**src/rtl/cgra_im_loader.sv**
```systemverilog
// Configuration-stream loader feeding the CGRA instruction-memory write port.
// Parses header/payload beats into one-hot single-cycle writes to the decoder
// IMs and the immediate IMs. Immediate instructions are assembled from two beats.
module cgra_im_loader #(
  parameter int unsigned D_WIDTH           = 32,
  parameter int unsigned I_WIDTH           = 12,
  parameter int unsigned I_IMM_WIDTH       = 33,
  parameter int unsigned IM_MEM_ADDR_WIDTH = 8,
  parameter int unsigned NUM_ID            = 10,
  parameter int unsigned NUM_IMM           = 3
) (
  input  logic                          iClk,
  input  logic                          iReset_n,
  input  logic                          iCfg_Valid,
  input  logic [D_WIDTH-1:0]            iCfg_Data,
  output logic                          oCfg_Ready,
  input  logic                          iErrClear,
  output logic [NUM_ID+NUM_IMM-1:0]     oIM_WriteEnable,
  output logic [IM_MEM_ADDR_WIDTH-1:0]  oIM_WriteAddress,
  output logic [I_WIDTH-1:0]            oIM_WriteData,
  output logic [I_IMM_WIDTH-1:0]        oIM_WriteData_IMM,
  output logic                          oBusy,
  output logic                          oDone,
  output logic                          oError
);

  localparam int unsigned NUM_IM    = NUM_ID + NUM_IMM;
  localparam int unsigned CNT_WIDTH = 16;
  localparam int unsigned TGT_WIDTH = 8;
  localparam int unsigned HI_WIDTH  = I_IMM_WIDTH - D_WIDTH;

  localparam logic [TGT_WIDTH-1:0] NUM_IM_T = TGT_WIDTH'(NUM_IM);
  localparam logic [TGT_WIDTH-1:0] NUM_ID_T = TGT_WIDTH'(NUM_ID);

  typedef enum logic [2:0] {
    IDLE  = 3'd0,
    LO    = 3'd1,
    HI    = 3'd2,
    DRAIN = 3'd3,
    DONE  = 3'd4
  } loaderState_t;

  loaderState_t                 state, stateNext;
  logic [CNT_WIDTH-1:0]         cntReg, cntNext;
  logic [IM_MEM_ADDR_WIDTH-1:0] addrReg, addrNext;
  logic [TGT_WIDTH-1:0]         tgtReg, tgtNext;
  logic [D_WIDTH-1:0]           loWord, loWordNext;

  logic [NUM_IM-1:0]            weNext;
  logic [IM_MEM_ADDR_WIDTH-1:0] waNext;
  logic [I_WIDTH-1:0]           wdNext;
  logic [I_IMM_WIDTH-1:0]       wdImmNext;
  logic                         doneNext;
  logic                         errSet;
  logic                         errNext;

  // Header field decode
  logic [TGT_WIDTH-1:0]         hdrTarget;
  logic [CNT_WIDTH-1:0]         hdrCount;
  logic [IM_MEM_ADDR_WIDTH-1:0] hdrAddr;
  logic                         hdrBad;
  logic                         beatAccept;
  logic                         lastBeat;
  logic                         tgtIsImm;

  assign hdrTarget  = iCfg_Data[7:0];
  assign hdrCount   = iCfg_Data[23:8];
  assign hdrAddr    = IM_MEM_ADDR_WIDTH'(iCfg_Data[31:24]);
  assign hdrBad     = (hdrTarget >= NUM_IM_T);
  assign beatAccept = iCfg_Valid && oCfg_Ready;
  assign lastBeat   = (cntReg == CNT_WIDTH'(1));
  assign tgtIsImm   = (tgtReg >= NUM_ID_T);

  // Ready and busy decode the state register directly
  assign oCfg_Ready = (state != DONE);
  assign oBusy      = (state != IDLE);

  // Next-state, counters and next values of the registered outputs
  always_comb begin
    stateNext  = state;
    cntNext    = cntReg;
    addrNext   = addrReg;
    tgtNext    = tgtReg;
    loWordNext = loWord;
    weNext     = '0;
    waNext     = oIM_WriteAddress;
    wdNext     = '0;
    wdImmNext  = '0;
    errSet     = 1'b0;

    unique case (state)
      IDLE: begin
        if (beatAccept) begin
          tgtNext  = hdrTarget;
          cntNext  = hdrCount;
          addrNext = hdrAddr;
          errSet   = hdrBad;
          if (hdrCount == '0) begin
            stateNext = DONE;
          end else if (hdrBad) begin
            stateNext = DRAIN;
          end else begin
            stateNext = LO;
          end
        end
      end

      LO: begin
        if (beatAccept) begin
          if (tgtIsImm) begin
            loWordNext = iCfg_Data;
            stateNext  = HI;
          end else begin
            weNext    = NUM_IM'(1) << tgtReg;
            waNext    = addrReg;
            wdNext    = iCfg_Data[I_WIDTH-1:0];
            addrNext  = addrReg + IM_MEM_ADDR_WIDTH'(1);
            cntNext   = cntReg - CNT_WIDTH'(1);
            stateNext = lastBeat ? DONE : LO;
          end
        end
      end

      HI: begin
        if (beatAccept) begin
          weNext    = NUM_IM'(1) << tgtReg;
          waNext    = addrReg;
          wdImmNext = {iCfg_Data[HI_WIDTH-1:0], loWord};
          addrNext  = addrReg + IM_MEM_ADDR_WIDTH'(1);
          cntNext   = cntReg - CNT_WIDTH'(1);
          stateNext = lastBeat ? DONE : LO;
        end
      end

      DRAIN: begin
        if (beatAccept) begin
          cntNext   = cntReg - CNT_WIDTH'(1);
          stateNext = lastBeat ? DONE : DRAIN;
        end
      end

      DONE: begin
        stateNext = IDLE;
      end

      default: begin
        stateNext = IDLE;
      end
    endcase
  end

  // Done pulse coincides with the DONE state; a new error set beats a clear
  assign doneNext = (stateNext == DONE);
  assign errNext  = errSet ? 1'b1 : (iErrClear ? 1'b0 : oError);

  // State, transfer bookkeeping and registered outputs
  always_ff @(posedge iClk or negedge iReset_n) begin
    if (!iReset_n) begin
      state             <= IDLE;
      cntReg            <= '0;
      addrReg           <= '0;
      tgtReg            <= '0;
      loWord            <= '0;
      oIM_WriteEnable   <= '0;
      oIM_WriteAddress  <= '0;
      oIM_WriteData     <= '0;
      oIM_WriteData_IMM <= '0;
      oDone             <= 1'b0;
      oError            <= 1'b0;
    end else begin
      state             <= stateNext;
      cntReg            <= cntNext;
      addrReg           <= addrNext;
      tgtReg            <= tgtNext;
      loWord            <= loWordNext;
      oIM_WriteEnable   <= weNext;
      oIM_WriteAddress  <= waNext;
      oIM_WriteData     <= wdNext;
      oIM_WriteData_IMM <= wdImmNext;
      oDone             <= doneNext;
      oError            <= errNext;
    end
  end

endmodule

```
**config.mk**
```make
export PLATFORM = sky130hd
export DESIGN_NAME = cgra_im_loader
export DESIGN_NICKNAME = d
export VERILOG_FILES = /design/src/rtl/cgra_im_loader.sv
export SDC_FILE = /design/constraint.sdc
export NUM_CORES = 1
export LEC_CHECK = 0
export BUFFER_PORTS_ARGS = -buffer_cell sky130_fd_sc_hd__buf_4
export CAP_MARGIN = 25
export CORE_ASPECT_RATIO = 0.9
export CORE_MARGIN = 2
export CORE_UTILIZATION = 40
export CTS_CLUSTER_DIAMETER = 40
export DETAILED_ROUTE_END_ITERATION = 10
export PLACE_DENSITY_LB_ADDON = 0.15
export SYNTH_ARGS = -nofsm -noshare
export SYNTH_HDL_FRONTEND = slang
export SYNTH_SLANG_ARGS = --single-unit
```
**constraint.sdc**
```tcl
create_clock -name iClk -period 2.55 [get_ports iClk]
set_input_delay 0.255 -clock iClk [delete_from_list [all_inputs] [get_ports iClk]]
set_output_delay 0.255 -clock iClk [all_outputs]
set_load 0.02 [all_outputs]
```
==> flow_summary.yaml, run 1 <==
worst_setup_path:
  crit_chain: "o21ai_1 > a21oi_1 > nor2b_4 > buf_4 > mux2_1"
  crit_path_start_kind: "flop"
  critPathMaxStageDelay_ps: 530
  path_delay_family: "compound AO/OA/AOI/OAI gates"
  path_buf_inv: 1
  crit_fanout: 20
  end_kind: "flop"
  critPathKind: "reg2reg"
  crit_slowest_cell: "dfrtp_1"
  crit_arrival_ps: 2430
  cp.required_ps: 2840
power_and_ir_drop:
  vdd_drop_max_mv: 0.584
  p_total_mw: 8.62
  p_leak_nw: 3.40
  powerDensity_nw_per_um2: 1200
hold_path:
  hp-class: "in2reg"
job:
  timing.max_cap.violations: 0
final_layout:
  instances_no_fill: 775
  fin_area_um2: 7190
  multiInputGateArea_um2: 2050
  drive_above_1_share_pct: 26.0
  nets: 633
  syn_to_final_growth_pct: 29.6
  filler_cell_count: 1172
  register_area_um2: 3380
  n_antenna_cell: 0
cts:
  clock_path_buffers: 2
  postCtsSetupRepairBufs: 0
  clk_pin_slew_ps: 60
  ctsResizeCount: 0
  ctsRootBufferMaster: "clkbuf_16"
  cts_buffers: 17
  htree_levels: 4
  hold_buffers: 1
  tritoncts: "built"
  clock_latency_ps: 420
  numClockSinks: 135
place:
  post_dp_cell_area_um2: 6560
  routabilityCongestion: 0.846
  placed_cells: 742
  io_buffer_count: 105
  dp_hpwl_um: 8730
sta:
  worstMarginPinSlew_ps: 635
  fmax_mhz: 468
  fin_crit_sh_pct: 83.8
  max_slew_margin_pct: 57.5
  setup_viol_count_final: 0
  fin_skew_ps: 13.5
  rsz0062_at_grt: "no"
  hold_violations: 0
  final.min_clock_period_ps: 2140
  tns_ps: 0
  drv_slew: 0
  whs_ps: 27.7
floorplan:
  die_height_um: 116
  initial_core_util_pct: 41.2
  die_x_um: 128
  num_rows: 40
  dieArea_um2: 14800
  core_area_um2: 13500
  num_io_pins: 106
synth:
  synth.cell_area_um2: 5540
  synthArstFlopShare_pct: 100
  synth-edff-count: 0
  synth-compound-area-share_pct: 9.91
  synth-simple-area-share_pct: 17.9
  synth_fp_nets: 519
  yosysSeqAreaShare_pct: 60.9
  syn_avg_cell_area_um2: 11.6
  yosys_most_used_dff: "dfrtp_1"
  synthXorXnorAreaFrac_pct: 0.158
  ys_types: 50
  synthMuxAreaShare_pct: 8.31
  synth_most_common_cell: "dfrtp_1"
  synthAdderAreaFrac_pct: 0.677
  yosys_register_bits: 135
  yosysTopAreaCell: "dfrtp_1"
  synthTopCellsByArea: "dfrtp_1, mux2_1, and2_1, nand2_1, a21oi_1"
  yosysTopAreaCellShare_pct: 60.9
  yosysWarnings: 0
  synth_top_family_by_area: "simple AND/OR/NAND/NOR gates"
  synth_cells: 480
  synth_commonest_cells: "dfrtp_1, nand2_1, and2_1"
routing:
  vias: 4050
  ant_nets: 0
  wire_per_inst_um: 16.4
  drc_errors: 0
  drt_wl_total_um: 12700
  post_drt_via_cell_ratio: 5.23
  drt_first_pass_iters: 4
  drtIter0Drc: 235
grt:
  grt_pass1_wl_um: 20800
  antenna_found_initial: 0
  grt_max_degree: 55
  overflow: 0
  grt_pass1_vias: 4015
  track_usage_pct: 18.3
status:
  status: "completed"
## worst reg2reg max path, cell delays in order, from the launching register on
cell and delay [ps]:
dfrtp_1 530, o21ai_1 240, a21oi_1 330, nor2b_4 210
buf_4 320, mux2_1 370
## kinds of logic (layout without fill, tap and decap cells)
group,Yosys count,count (layout)
AO/OA/AOI/OAI,86,86
flip-flops,135,135
AND/OR/NAND/NOR,186,186
multiplexers,41,41
adder cells (fa/ha/maj),3,3
buffers and inverters,28,155
XOR/XNOR,1,1
## registers in the layout (all words and copies together), names as in the netlist, 3 cells and up
register / cells
tgtReg: 8
addrReg: 8
cntReg: 16
oIM_WriteEnable: 13
oIM_WriteAddress: 8
oIM_WriteData_IMM: 33
loWord: 32
state: 3
oIM_WriteData: 12
## cell type report
cell class,count,share of cell area (%)
Clock buffer,20,6.49
Sequential cell,135,47.0
Inverter,6,0.313
Multi-Input combinational cell,317,28.6
Clock inverter,12,2.09
Tap cell,168,2.93
Timing Repair Buffer,117,12.6
## routing by layer
metal | share of wire [%] | wire, um | GRT usage, %
met5 | 0 | 0 | 0
met4 | 1.4 | 183 | 7.69
met3 | 5.5 | 701 | 5.12
met2 | 45 | 5770 | 26.8
met1 | 48 | 6080 | 25.8
## placed cells by master (no fill, tap or decap), types with 3 or more instances in the layout
| cell | n |
|---|---|
| dfrtp_1 | 135 |
| buf_4 | 113 |
| nand2_1 | 47 |
| and2_1 | 45 |
| mux2_1 | 40 |
| nor2_1 | 28 |
| a21oi_1 | 27 |
| clkbuf_16 | 17 |
| nor3_1 | 16 |
| nand3_1 | 13 |
| o21ai_1 | 9 |
| o21ai_0 | 9 |
| nor4_1 | 7 |
| o22ai_1 | 7 |
| a2bb2oi_1 | 6 |
| or3_1 | 5 |
| inv_1 | 5 |
| nor3b_1 | 4 |
| a31oi_1 | 4 |
| nand2b_1 | 4 |
| a22oi_1 | 4 |
| o2bb2ai_1 | 4 |
| clkinv_2 | 4 |
| o32ai_1 | 3 |
| o22a_1 | 3 |
| ha_1 | 3 |
| bufinv_16 | 3 |
| clkbuf_8 | 3 |
| clkinvlp_4 | 3 |
## where the power goes
group / switching, mW / total, mW / internal (mW)
clock network: 0.931 / 2.54 / 1.61
registers: 0.523 / 3.37 / 2.85
logic: 1.50 / 2.70 / 1.20
total: 2.96 / 8.62 / 5.66
## path summary, 6_finish.rpt
path                                       start                             end  slack, ps  cells after the start
hold / removal                         iErrClear              oError$_DFFE_PN0P_         30                      2
setup / recovery           tgtReg[2]$_DFFE_PN0P_          loWord[25]$_DFFE_PN0P_        410                      5
setup reg to reg           tgtReg[2]$_DFFE_PN0P_          loWord[25]$_DFFE_PN0P_        410                      5
min in group asynchronous               iReset_n  oIM_WriteData_IMM[8]$_DFF_PN0_        370                      2
hold reg to reg            loWord[1]$_DFFE_PN0P_  oIM_WriteData_IMM[1]$_DFF_PN0_        470                      1
max in group asynchronous               iReset_n  oIM_WriteData_IMM[2]$_DFF_PN0_       1450                      3
## stage by stage
step           setup WS, ps  utilization (%)
6_report                412             53.4
3_3_place_gp            430             48.6
4_1_cts                 415             53.4
3_5_place_dp            465             48.7
2_1_floorplan           609                -
5_1_grt                 286             53.4
(Power assumes the default switching activity.)
==> run 2: changes to the inputs <==
--- a/config.mk
+++ b/config.mk
@@ -5,6 +5,7 @@
 export SDC_FILE = /design/constraint.sdc
 export NUM_CORES = 1
 export LEC_CHECK = 0
+export ABC_AREA = 1
 export BUFFER_PORTS_ARGS = -buffer_cell sky130_fd_sc_hd__buf_4
 export CAP_MARGIN = 25
 export CORE_ASPECT_RATIO = 0.9
==> constraint.sdc (replaced) <==
create_clock -name iClk -period 2 [get_ports iClk]
set_input_delay 0.2 -clock iClk [delete_from_list [all_inputs] [get_ports iClk]]
set_output_delay 0.2 -clock iClk [all_outputs]
set_load 0.02 [all_outputs]
==> run 2 against run 1 <==
  * Critical path depth grew 2
  * Via count is 24% higher
  * Hold slack improved by 2.9 ps
  * Sequential share of layout area fell by 3.6 points
  * Critical path type unchanged
==> flow_summary.yaml, run 2 <==
grt:
  grt_pass1_vias: 4912
  grt_max_degree: 72
  grt_pass1_wl_um: 24300
  overflow: 0
  track_usage_pct: 19.3
  antenna_found_initial: 0
synth:
  synth_commonest_cells: "nand2_1, dfrtp_1, nor2_1"
  synth-edff-count: 0
  yosysTopAreaCellShare_pct: 55.5
  synth.cell_area_um2: 6080
  synthArstFlopShare_pct: 100
  synth_fp_nets: 763
  synthTopCellsByArea: "dfrtp_1, nand2_1, nor2_1, inv_1, o21ai_1"
  yosysTopAreaCell: "dfrtp_1"
  syn_avg_cell_area_um2: 8.40
  ys_types: 38
  yosys_most_used_dff: "dfrtp_1"
  yosysSeqAreaShare_pct: 55.5
  yosysWarnings: 0
  synth_most_common_cell: "nand2_1"
  yosys_register_bits: 135
  synth_cells: 724
job:
  timing.max_cap.violations: 0
final_layout:
  final_common_cell: "nand2_1"
  n_antenna_cell: 0
  mostFrequentLayoutCells: "nand2_1, dfrtp_1, buf_4, nor2_1, inv_1"
  top_regs: "oIM_WriteData_IMM x33, loWord x32, cntReg x16"
  largest_reg_flops: 33
  syn_to_final_growth_pct: 28.0
  instances_no_fill: 1049
  drive_above_1_share_pct: 20.8
  utilization_pct: 52.7
  top_register: "oIM_WriteData_IMM"
  nets: 877
place:
  placed_cells: 1015
  io_buffer_count: 105
  routabilityCongestion: 0.922
  dp_hpwl_um: 10700
  dp_slack_ps: 250
cts:
  clk_pin_slew_ps: 60
  postCtsSetupRepairBufs: 0
  tritoncts: "built"
  cts_buffers: 17
  numClockSinks: 135
  clock_latency_ps: 410
  htree_levels: 4
  ctsRootBufferMaster: "clkbuf_16"
  clock_path_buffers: 2
sta:
  fmax_mhz: 570
  rsz0062_at_grt: "no"
  tns_ps: 0
  fin_crit_sh_pct: 87.8
  setup_slack_ps: 244
  fin_skew_ps: 8.23
  worstMarginPinSlew_ps: 680
  final.min_clock_period_ps: 1760
  whs_ps: 30.6
  drv_slew: 0
  setup_viol_count_final: 0
  max_slew_margin_pct: 54.3
  hold_violations: 0
hold_path:
  hp-class: "in2reg"
floorplan:
  num_io_pins: 106
  die_height_um: 121
  die_x_um: 134
  num_rows: 42
  core_area_um2: 14800
  dieArea_um2: 16200
  initial_core_util_pct: 41.2
routing:
  drt_wl_total_um: 14700
  post_drt_via_cell_ratio: 4.79
  drtIter0Drc: 331
  vias: 5028
  drc_errors: 0
  ant_nets: 0
  wire_per_inst_um: 14.1
  drt_first_pass_iters: 5
worst_setup_path:
  end_kind: "flop"
  critPathKind: "reg2reg"
  cp.required_ps: 2300
  crit_fanout: 14
  crit_path_start_kind: "flop"
  crit_arrival_ps: 2050
  reg2reg_setup_slack_ps: 240
power_and_ir_drop:
  vdd_drop_max_mv: 0.754
  powerDensity_nw_per_um2: 1530
  p_leak_nw: 4.00
status:
  status: "completed"
[run 2: cell count changes in the layout (fill, tap and decap cells not counted), moves of 31 or more]
cell     change
and2_1      -45
nor2_1      +67
nand2_1    +161
nand3_1     +31
mux2_1      -40
o21ai_1     +36
inv_1       +66
[run 2: kinds of logic after synthesis]
| logic type | after synthesis | share of synthesized area, % |
|---|---|---|
| fa+ha+maj | 3 | 0.617 |
| simple gates | 391 | 28.1 |
| flops | 135 | 55.5 |
| buf+inv | 102 | 7.38 |
| xor+xnor | 3 | 0.432 |
| compound gates | 90 | 7.96 |
[run 2: critical path, cell delays in order (launching register included)]
cell,delay [ps]
dfrtp_1,570
inv_4,80
nand3_4,150
inv_2,90
nand2_2,110
nand3_2,280
o21ai_0,280
nand2_1,70
[run 2: final cells by class]
| cell class | count | area, um^2 |
|---|---|---|
| fillers | 1373 | 6980 |
| flip-flops and latches | 135 | 3380 |
| multi-input cells | 487 | 2260 |
| repair buffers | 120 | 943 |
| clock buffers | 20 | 447 |
| inverters | 77 | 292 |
| well taps | 198 | 248 |
| clock inverters | 12 | 224 |
[run 2: timing repair]
action / in CTS / in global routing
resized for setup: 0 / 0
hold endpoints to repair: 136 / 0
hold buffers: 2 / 0
[run 2: routing by layer]
layer | wire length [um] | part of all wire [%] | track usage (%)
met1 | 7050 | 48 | 26.4
met2 | 6560 | 45 | 29.6
met3 | 787 | 5.3 | 4.59
met4 | 338 | 2.3 | 8.24
met5 | 0 | 0 | 0
[run 2: path summary, 6_finish.rpt]
kind / start / end / cells past startpoint
min in group asynchronous: iReset_n / oIM_WriteData_IMM[19]$_DFF_PN0_ / 2
worst max register to register: state[2]$_DFF_PN0_ / cntReg[3]$_DFFE_PN0P_ / 7
worst max-delay path: state[2]$_DFF_PN0_ / cntReg[3]$_DFFE_PN0P_ / 7
max in group asynchronous: iReset_n / oIM_WriteData_IMM[9]$_DFF_PN0_ / 3
worst min register to register: oIM_WriteAddress[1]$_DFFE_PN0P_ / oIM_WriteAddress[1]$_DFFE_PN0P_ / 2
worst min-delay path: iCfg_Data[0] / oIM_WriteData_IMM[32]$_DFF_PN0_ / 3
[run 2: metrics by stage]
stage          cell area, um^2  total power, mW
2_1_floorplan             6080             7.17
3_3_place_gp              7100             8.32
3_5_place_dp              7100             8.40
4_1_cts                   7790             12.0
5_1_grt                   7790             12.8
6_report                  7790             11.9
[run 2: where the power goes]
group	switching [mW]	internal [mW]	total, mW
logic	2.75	1.48	4.23
registers	0.594	3.56	4.15
clock network	1.15	2.37	3.52
total	4.49	7.42	11.9
==> run 3: changes to the inputs <==
--- a/config.mk
+++ b/config.mk
@@ -8,6 +8,8 @@
 export ABC_AREA = 1
 export BUFFER_PORTS_ARGS = -buffer_cell sky130_fd_sc_hd__buf_4
 export CAP_MARGIN = 25
+export CELL_PAD_IN_SITES_DETAIL_PLACEMENT = 0
+export CELL_PAD_IN_SITES_GLOBAL_PLACEMENT = 1
 export CORE_ASPECT_RATIO = 0.9
 export CORE_MARGIN = 2
 export CORE_UTILIZATION = 40
==> run 3 against run 2 <==
  * Count of clock-buffer cells in the layout fell by 2
  * Wire length rose by 4.0%
  * Sequential cell count is the same
  * Critical path type unchanged
==> flow_summary.yaml, run 3 (same netlist as run 2, synthesis figures left out) <==
status:
  status: "completed"
routing:
  highest_layer: "met4"
  drc_errors: 0
  wl_met1_um: 7290
  drtIter0Drc: 297
  post_drt_via_cell_ratio: 4.83
  dr_wl_met3_um: 963
  drt_wl_total_um: 15300
  wire_per_inst_um: 14.6
  ant_nets: 0
  wl_met2_um: 6840
  vias: 5064
  drt_first_pass_iters: 7
floorplan:
  dieArea_um2: 16200
  core_area_um2: 14800
  die_height_um: 121
  die_x_um: 134
  num_rows: 42
  num_io_pins: 106
  initial_core_util_pct: 41.2
power_and_ir_drop:
  vdd_drop_max_mv: 0.866
  powerDensity_nw_per_um2: 1510
  p_leak_nw: 3.97
sta:
  fin_skew_ps: 9.89
  drv_slew: 0
  fin_crit_sh_pct: 90.1
  setup_viol_count_final: 0
  setup_slack_ps: 197
  hold_violations: 0
  rsz0062_at_grt: "no"
  max_slew_margin_pct: 56.6
  fmax_mhz: 555
  worstMarginPinSlew_ps: 645
  tns_ps: 0
  final.min_clock_period_ps: 1800
final_layout:
  nets: 877
  syn_to_final_growth_pct: 27.0
  final_common_cell: "nand2_1"
  top_register: "oIM_WriteData_IMM"
  top_regs: "oIM_WriteData_IMM x33, loWord x32, cntReg x16"
  mostFrequentLayoutCells: "nand2_1, dfrtp_1, buf_4, nor2_1, inv_1"
  multiInputGateArea_um2: 2260
  filler_cell_count: 1392
  n_antenna_cell: 0
  largest_reg_flops: 33
  register_area_um2: 3380
  drive_above_1_share_pct: 21.0
cts:
  htree_levels: 4
  tritoncts: "built"
  clk_pin_slew_ps: 60
  clock_path_buffers: 2
  cts_buffers: 17
  clock_latency_ps: 420
  numClockSinks: 135
  ctsRootBufferMaster: "clkbuf_16"
worst_setup_path:
  reg2reg_from: "state[2]$_DFF_PN0_"
  worstRegToRegCells: 6
  cp.required_ps: 2300
  setup.worst_path.start: "state[2]$_DFF_PN0_"
  critPathKind: "reg2reg"
  end_kind: "flop"
  crit_fanout: 14
  crit_arrival_ps: 2100
  endpoint: "cntReg[11]$_DFFE_PN0P_"
  reg2reg_setup_slack_ps: 200
  crit_path_start_kind: "flop"
  rr_endpoint: "cntReg[11]$_DFFE_PN0P_"
place:
  routabilityCongestion: 0.888
  dp_slack_ps: 228
  io_buffer_count: 105
  dp_hpwl_um: 11100
grt:
  track_usage_pct: 19.9
  grt_pass1_vias: 4896
  overflow: 0
  grt_max_degree: 65
  grt_pass1_wl_um: 25000
  antenna_found_initial: 0
job:
  timing.max_cap.violations: 0
hold_path:
  hp-class: "in2reg"
[run 3: cell types whose count changed in the layout (fill, tap and decap cells not counted), sizes merged]
cell	before	now
clkbuf	20	18
bufinv	6	2
inv	76	83
clkinvlp	1	2
clkinv	6	4
[run 3: timing repair]
action	in CTS	in global routing
endpoints found under the setup margin	0	0
hold buffers	2	0
gates resized for setup	0	0
endpoints found under the hold margin	58	0
buffers inserted	0	0
[run 3: worst min-delay path by stage]
stage               depth (start not counted)    startpoint  slack [ps]                               to
detailed placement                          1      iReset_n         200  oIM_WriteData_IMM[16]$_DFF_PN0_
floorplan                                   0      iReset_n        -100           addrReg[0]$_DFFE_PN0P_
global placement                            1      iReset_n         190  oIM_WriteData_IMM[15]$_DFF_PN0_
CTS                                         3  iCfg_Data[1]         0.7            tgtReg[1]$_DFFE_PN0P_
finish                                      3  iCfg_Data[1]          10            tgtReg[1]$_DFFE_PN0P_
global route                                3  iCfg_Data[1]          10            tgtReg[1]$_DFFE_PN0P_
[run 3: where the power goes]
part | internal (mW) | switching [mW]
combinational | 1.49 | 2.82
clock | 1.91 | 1.26
sequential | 3.56 | 0.591
[run 3: stage by stage]
| step | utilization (%) | hold slack (ps) | cells | area (um^2) | power, mW |
|---|---|---|---|---|---|
| floorplan | - | -95.6 | 724 | 6080 | 7.17 |
| global placement | 48.1 | 190 | 1015 | 7100 | 8.40 |
| detailed placement | 48.1 | 197 | 1015 | 7100 | 8.48 |
| CTS | 52.3 | 0.729 | 1049 | 7720 | 11.7 |
| global route | 52.3 | 12.9 | 1049 | 7720 | 12.5 |
| finish | 52.3 | 12.5 | 1049 | 7720 | 11.6 |
[run 3: layout make-up]
| class | instances | area share, % |
|---|---|---|
| inverter | 77 | 3.77 |
| sequential | 135 | 43.7 |
| timing repair buffer | 120 | 12.3 |
| clock buffer | 18 | 5.69 |
| multi-input combinational | 487 | 29.2 |
| tap | 198 | 3.21 |
| clock inverter | 14 | 2.12 |
[run 3: routing by layer]
metal | GRT usage [%] | vias to the layer above
li1 | - | 2533
met1 | 27.9 | 2352
met2 | 30.1 | 158
met3 | 5.01 | 21
met4 | 7.11 | 0
met5 | 0 | -
[run 3: critical path, cell delays in order (launching register included)]
cell	delay (ps)
dfrtp_1	510
inv_4	130
nand3_4	130
o21ai_1	200
nand3_2	360
o21ai_0	280
nand2_1	70
